$ cat config.mk
export PLATFORM = sky130hd
export DESIGN_NAME = pu_riscv_mul_issue
export DESIGN_NICKNAME = d
export VERILOG_FILES = /design/src/rtl/pu_riscv_mul_issue.sv
export SDC_FILE = /design/constraint.sdc
export NUM_CORES = 1
export LEC_CHECK = 0
export CAP_MARGIN = 10
export CORE_MARGIN = 2
export CORE_UTILIZATION = 50
export DETAILED_ROUTE_END_ITERATION = 12
export PLACE_DENSITY_LB_ADDON = 0.05
export SLEW_MARGIN = 20
export SYNTH_ARGS = -nofsm -noshare
export SYNTH_HDL_FRONTEND = slang
export SYNTH_SLANG_ARGS = --single-unit
$ cat constraint.sdc
create_clock -name clk -period 13.5 [get_ports clk]
set_input_delay 3.375 -clock clk [delete_from_list [all_inputs] [get_ports clk]]
set_output_delay 3.375 -clock clk [all_outputs]
set_load 0.02 [all_outputs]
$ cat src/rtl/pu_riscv_mul_issue.sv
// Multiply issue stage: decodes RV M-extension multiplies from ID, prepares operands
// and buffers them in a 2-entry FIFO that feeds the multiplier.
module pu_riscv_mul_issue #(
    parameter int XLEN = 64,
    parameter int ILEN = 32
) (
    input  logic            clk,
    input  logic            rst,
    input  logic            id_bubble,
    input  logic [ILEN-1:0] id_instr,
    input  logic [XLEN-1:0] id_opA,
    input  logic [XLEN-1:0] id_opB,
    input  logic [1:0]      st_xlen,
    input  logic            ex_flush,
    input  logic            mul_ready,
    output logic            id_stall,
    output logic            mul_valid,
    output logic [1:0]      mul_op,
    output logic            mul_word,
    output logic [4:0]      mul_rd,
    output logic [XLEN-1:0] mul_opA,
    output logic [XLEN-1:0] mul_opB,
    output logic            mul_illegal
);

    localparam logic [6:0] OPC_OP    = 7'b0110011;
    localparam logic [6:0] OPC_OP32  = 7'b0111011;
    localparam logic [6:0] F7_MULDIV = 7'b0000001;
    localparam logic [1:0] XLEN_RV32 = 2'b01;
    localparam logic [1:0] XLEN_RV64 = 2'b10;

    function automatic logic [XLEN-1:0] sext32(input logic [XLEN-1:0] v);
        logic [XLEN-1:0] r;
        r = v;
        for (int i = 32; i < XLEN; i++) r[i] = v[31];
        return r;
    endfunction

    logic [6:0] opcode;
    logic [2:0] funct3;
    logic [6:0] funct7;
    logic [4:0] rd;
    logic       unused_rs;

    assign opcode    = id_instr[6:0];
    assign rd        = id_instr[11:7];
    assign funct3    = id_instr[14:12];
    assign funct7    = id_instr[31:25];
    assign unused_rs = ^id_instr[24:15];

    logic is_mul;
    logic is_word;
    logic dec_legal;
    logic dec_illegal;
    logic narrow;

    assign is_mul      = !id_bubble && (opcode == OPC_OP || opcode == OPC_OP32) &&
                         (funct7 == F7_MULDIV) && !funct3[2];
    assign is_word     = (opcode == OPC_OP32);
    assign dec_legal   = is_mul && (!is_word || (funct3 == 3'b000 && st_xlen == XLEN_RV64));
    assign dec_illegal = is_mul && !dec_legal;
    assign narrow      = is_word || (st_xlen == XLEN_RV32);

    // Handshake: an entry moves to the multiplier on a rising edge where mul_valid and
    // mul_ready are both high; while mul_valid is high and mul_ready low the mul_*
    // payload is held. id_stall depends only on registered occupancy, never on mul_ready.
    logic       wr_ptr;
    logic       rd_ptr;
    logic [1:0] count;
    logic       enq;
    logic       deq;

    assign enq = dec_legal && (count != 2'd2) && !ex_flush;
    assign deq = mul_valid && mul_ready;

    logic [1:0]      q_op   [2];
    logic            q_word [2];
    logic [4:0]      q_rd   [2];
    logic [XLEN-1:0] q_opA  [2];
    logic [XLEN-1:0] q_opB  [2];

    always_ff @(posedge clk or posedge rst) begin
        if (rst) begin
            for (int i = 0; i < 2; i++) begin
                q_op[i]   <= '0;
                q_word[i] <= 1'b0;
                q_rd[i]   <= '0;
                q_opA[i]  <= '0;
                q_opB[i]  <= '0;
            end
        end else if (enq) begin
            q_op[wr_ptr]   <= funct3[1:0];
            q_word[wr_ptr] <= is_word;
            q_rd[wr_ptr]   <= rd;
            q_opA[wr_ptr]  <= narrow ? sext32(id_opA) : id_opA;
            q_opB[wr_ptr]  <= narrow ? sext32(id_opB) : id_opB;
        end
    end

    // Flush wins over any same-cycle enqueue or dequeue.
    always_ff @(posedge clk or posedge rst) begin
        if (rst) begin
            wr_ptr      <= 1'b0;
            rd_ptr      <= 1'b0;
            count       <= 2'd0;
            mul_illegal <= 1'b0;
        end else begin
            mul_illegal <= dec_illegal && !ex_flush;
            if (ex_flush) begin
                wr_ptr <= 1'b0;
                rd_ptr <= 1'b0;
                count  <= 2'd0;
            end else begin
                if (enq) wr_ptr <= ~wr_ptr;
                if (deq) rd_ptr <= ~rd_ptr;
                case ({enq, deq})
                    2'b10:   count <= count + 2'd1;
                    2'b01:   count <= count - 2'd1;
                    default: count <= count;
                endcase
            end
        end
    end

    assign mul_valid = (count != 2'd0);
    assign id_stall  = (count == 2'd2);
    assign mul_op    = q_op[rd_ptr];
    assign mul_word  = q_word[rd_ptr];
    assign mul_rd    = q_rd[rd_ptr];
    assign mul_opA   = q_opA[rd_ptr];
    assign mul_opB   = q_opB[rd_ptr];

endmodule

==> run summary <==
Std-Cell Rows -> 58
CP Launch Point -> rd_ptr$_DFFE_PP0P_
Dominant cells by area after synthesis -> sky130_fd_sc_hd__dfrtp_1 (53%), sky130_fd_sc_hd__mux2_2 (18%), sky130_fd_sc_hd__mux2i_1 (15%)
Total internal power -> 1.42 mW
Worst supply voltage drop on vdd -> 0.0836 mV
DRC Markers -> 0
Number of enable-type register cells in the synthesized netlist -> 0
Most used standard cell by instance count after synthesis -> sky130_fd_sc_hd__dfrtp_1
Via count of the first global-routing pass -> 8,962
Max-slew headroom -> 35.7%
Synth Cell Area -> 13,000 sq um
Net switching share of the total power -> 20.9%
Post-DP HPWL -> 19,000 um
Buffers added on ports -> 295
Number of max-capacitance violations reported -> 0
Count of state elements after synthesis -> 277
Area share of the leading cell type in the synthesized netlist -> 53.4%
Maximum net fanout on the critical path -> 87
Number of gates resized after cts -> 0
Die Span X -> 165 um
Number of levels in the clock H-tree -> 1
Result of the run -> complete, no violations
Most common flop cell mapped by yosys -> sky130_fd_sc_hd__dfrtp_1
Max Buffers Root-to-Sink -> 3
Standard cell area after detailed placement -> 16,100 sq um
Antenna Violating Nets Remaining -> 0
Height of the die -> 165 um
Number of buffers inserted by hold repair at cts -> 0
Final number of max-transition violations -> 0
Layout area overhead -> 32.3%
Cells traversed along the worst timing path -> buf_4 -> buf_4 -> mux2_2 -> clkdlybuf4s50_1
Setup-violating endpoint count in the final report -> 0
Clock period minus worst slack -> 7.20 ns
Worst reg2reg endpoint -> q_opB[69]$_DFFE_PP0P_
Register-to-register setup slack -> 9.94 ns
Static power due to leakage -> 8.80 nW
Number of I/O pins -> 306
Combined buffer and inverter count along the critical path -> 3
Net switching power -> 375 uW
Master of the slowest instance on the critical path -> sky130_fd_sc_hd__buf_4
Detail-routed via count per cell -> 5.09
Sequential area share after synthesis -> 53.4%
Req. time, crit path -> 10.12 ns
Clock Tree Root -> sky130_fd_sc_hd__clkbuf_16
Layout Skew -> 0.0204 ns
Most Frequent Cell on Critical Path -> sky130_fd_sc_hd__buf_4
Fraction of the cycle the final worst path needs -> 53.4%
P per Cell Area -> 105 nW/um^2
Maximum number of pins on one net before global-route repair -> 145
Final weighted congestion in routability-driven placement -> 0.741
CP Capture Type -> primary output
CTS tree -> built
Worst min path class -> reg2reg
Synthesized instance count -> 1,048
GRT Total Usage -> 21.6%
Part of the total power dissipated in combinational logic -> 5.5%
End point of the critical path -> mul_opB[5]
Hold_sp -> q_rd[5]$_DFFE_PP0P_
Number of iterations in the first detailed-routing pass -> 4
Setup TNS -> 0 ns
Slowest cell delay on critical path -> 0.85 ns
Mean area per synthesized cell -> 12.4 sq um
Final routed wire length divided by cell count -> 17.6 um
Starting density of the core -> 51.2%
Cell count of the worst reg-to-reg path -> 6
GR Overflow Total -> 0
Number of different library cells in the post-synthesis netlist -> 34
Filler cell count -> 1,939
Wire length of the first global-routing pass -> 46,900 um
RSZ-0062 raised after global routing -> no
Async S/R FF share, synth -> 100%
Placeable Area -> 25,300 sq um
Number of nets in the layout -> 1,489
Diodes inserted -> 0
Setup bufs post-CTS -> 0
Syn Nets -> 1,215
Post-synthesis cell type with the largest combined area -> sky130_fd_sc_hd__dfrtp_1
Type of the worst setup path -> reg2out
Vias -> 8,528
Number of buffers inserted during clock tree synthesis -> 31
Startpoint type of the worst setup path -> flop
Top post-synthesis cells by count -> sky130_fd_sc_hd__dfrtp_1 (277), sky130_fd_sc_hd__mux2_2 (213), sky130_fd_sc_hd__mux2i_1 (192)
Antenna violations before repair -> 2
Arrival @ worst endpoint -> 3.83 ns
Hold Violations, Final -> 0
Drt first-iter violations -> 459
Clock transition at the register clock pins on the worst setup and hold paths after CTS -> 0.06 ns
Clock latency at the later pin of the worst-skew pair -> 0.55 ns
Wirelength, routed -> 29,400 um
Post-Layout Inst Area -> 17,200 sq um
Total stage count of the critical path -> 4
Kind of cell adding the most delay to the critical path -> buffers and inverters
Start of the worst register-to-register path -> count[0]$_DFFE_PP0P_
Transition time at the pin with the least slew margin -> 0.965 ns
Part of the total power dissipated in sequential elements -> 46.3%
Yosys warning total -> 0
Proportion of layout cells with a drive suffix above 1 -> 21.0%
Share of power burned in the clock network -> 48.2%
Highest clock frequency the design can meet -> 139 MHz
Sinks on the clock net -> 277
Overall die area -> 27,200 sq um
==> placed cells by master, fill, tap and decap left out <==
cell type / instances
sky130_fd_sc_hd__clkdlybuf4s50_1: 295
sky130_fd_sc_hd__dfrtp_1: 276
sky130_fd_sc_hd__mux2_2: 213
sky130_fd_sc_hd__mux2i_1: 192
sky130_fd_sc_hd__inv_1: 132
sky130_fd_sc_hd__nand2_1: 66
sky130_fd_sc_hd__o21ai_0: 65
sky130_fd_sc_hd__clkbuf_16: 31
sky130_fd_sc_hd__buf_4: 13
sky130_fd_sc_hd__clkbuf_1: 8
sky130_fd_sc_hd__clkbuf_8: 7
sky130_fd_sc_hd__clkinv_2: 5
sky130_fd_sc_hd__mux2_1: 4
sky130_fd_sc_hd__bufinv_16: 4
sky130_fd_sc_hd__a21oi_1: 3
sky130_fd_sc_hd__nor3_1: 2
sky130_fd_sc_hd__and4_1: 2
sky130_fd_sc_hd__xor2_1: 2
sky130_fd_sc_hd__nand3_1: 2
sky130_fd_sc_hd__nor3b_1: 2
sky130_fd_sc_hd__nor2b_1: 2
sky130_fd_sc_hd__a21o_1: 1
sky130_fd_sc_hd__or2_2: 1
sky130_fd_sc_hd__clkinv_8: 1
sky130_fd_sc_hd__nor4b_1: 1
sky130_fd_sc_hd__a2111oi_0: 1
sky130_fd_sc_hd__nor2_1: 1
sky130_fd_sc_hd__o211a_1: 1
sky130_fd_sc_hd__o31ai_2: 1
sky130_fd_sc_hd__nand2b_1: 1
sky130_fd_sc_hd__o211ai_1: 1
sky130_fd_sc_hd__and4b_1: 1
sky130_fd_sc_hd__nor4_1: 1
sky130_fd_sc_hd__nor4b_2: 1
sky130_fd_sc_hd__nand4_1: 1
sky130_fd_sc_hd__or4_4: 1
sky130_fd_sc_hd__a41oi_4: 1
sky130_fd_sc_hd__nor4_2: 1
sky130_fd_sc_hd__clkinv_4: 1
sky130_fd_sc_hd__dfrtp_4: 1
==> sequential cells by signal (all words and copies together) (netlist names) <==
name	flops
q_opA	128
q_opB	128
q_rd	10
q_op	4
count	2
q_word	2
mul_illegal	1
rd_ptr	1
wr_ptr	1
==> stage by stage <==
stage	instances	total power [mW]	setup WS (ns)	hold slack [ns]	util, %
finish	1675	1.79	6.30	0.497	67.8
global placement	1619	0.945	6.34	0.472	63.6
detailed placement	1619	0.946	6.34	0.483	63.6
global route	1675	1.86	6.01	0.516	67.8
floorplan	1048	0.884	2.49	0.460	-
CTS	1675	1.82	6.20	0.498	67.7
==> routing by layer <==
metal | global-route usage (%) | up-vias | wire length (um)
li1 | - | 4072 | -
met1 | 27.7 | 4211 | 12600
met2 | 35.9 | 203 | 13900
met3 | 7.37 | 38 | 2490
met4 | 4.31 | 4 | 403
met5 | 0 | - | 23
==> area by class of cell <==
class	instances	area, sq um	share of cell area (%)
Clock buffer	46	902	5.26
Clock inverter	10	154	0.897
Inverter	133	512	2.98
Multi-Input combinational cell	571	5200	30.3
Sequential cell	277	6940	40.4
Tap cell	330	413	2.41
Timing Repair Buffer	308	3050	17.8
==> worst min-delay path by stage <==
stage	endpoint	slack (ns)	depth (start not counted)
3_5_place_dp	q_rd[5]$_DFFE_PP0P_	0.48	1
4_1_cts	q_rd[7]$_DFFE_PP0P_	0.50	1
5_1_grt	q_opB[66]$_DFFE_PP0P_	0.52	1
3_3_place_gp	q_rd[6]$_DFFE_PP0P_	0.47	1
2_1_floorplan	q_rd[5]$_DFFE_PP0P_	0.46	1
6_report	q_rd[5]$_DFFE_PP0P_	0.50	1
==> cells by family (layout without fill, tap and decap cells) <==
logic type / after synthesis / in the layout / share of synthesized area [%]
muxes: 409 / 409 / 33.7
buffers and inverters: 200 / 497 / 6.71
and+or+nand+nor: 86 / 86 / 3.00
DFF: 277 / 277 / 53.4
xor gates and xnor gates: 2 / 2 / 0.135
AOI/OAI and AO/OA: 74 / 74 / 3.05
==> power by group through the flow <==
stage | clock network [mW] | logic [mW] | registers, mW
after floorplan | 0 | 0.0385 | 0.846
final | 0.864 | 0.0991 | 0.831
after global placement | 0 | 0.0999 | 0.846
after CTS | 0.885 | 0.101 | 0.830
after detailed placement | 0 | 0.101 | 0.846
after global routing | 0.918 | 0.109 | 0.830
No activity file was read; power rests on OpenSTA's default activity.
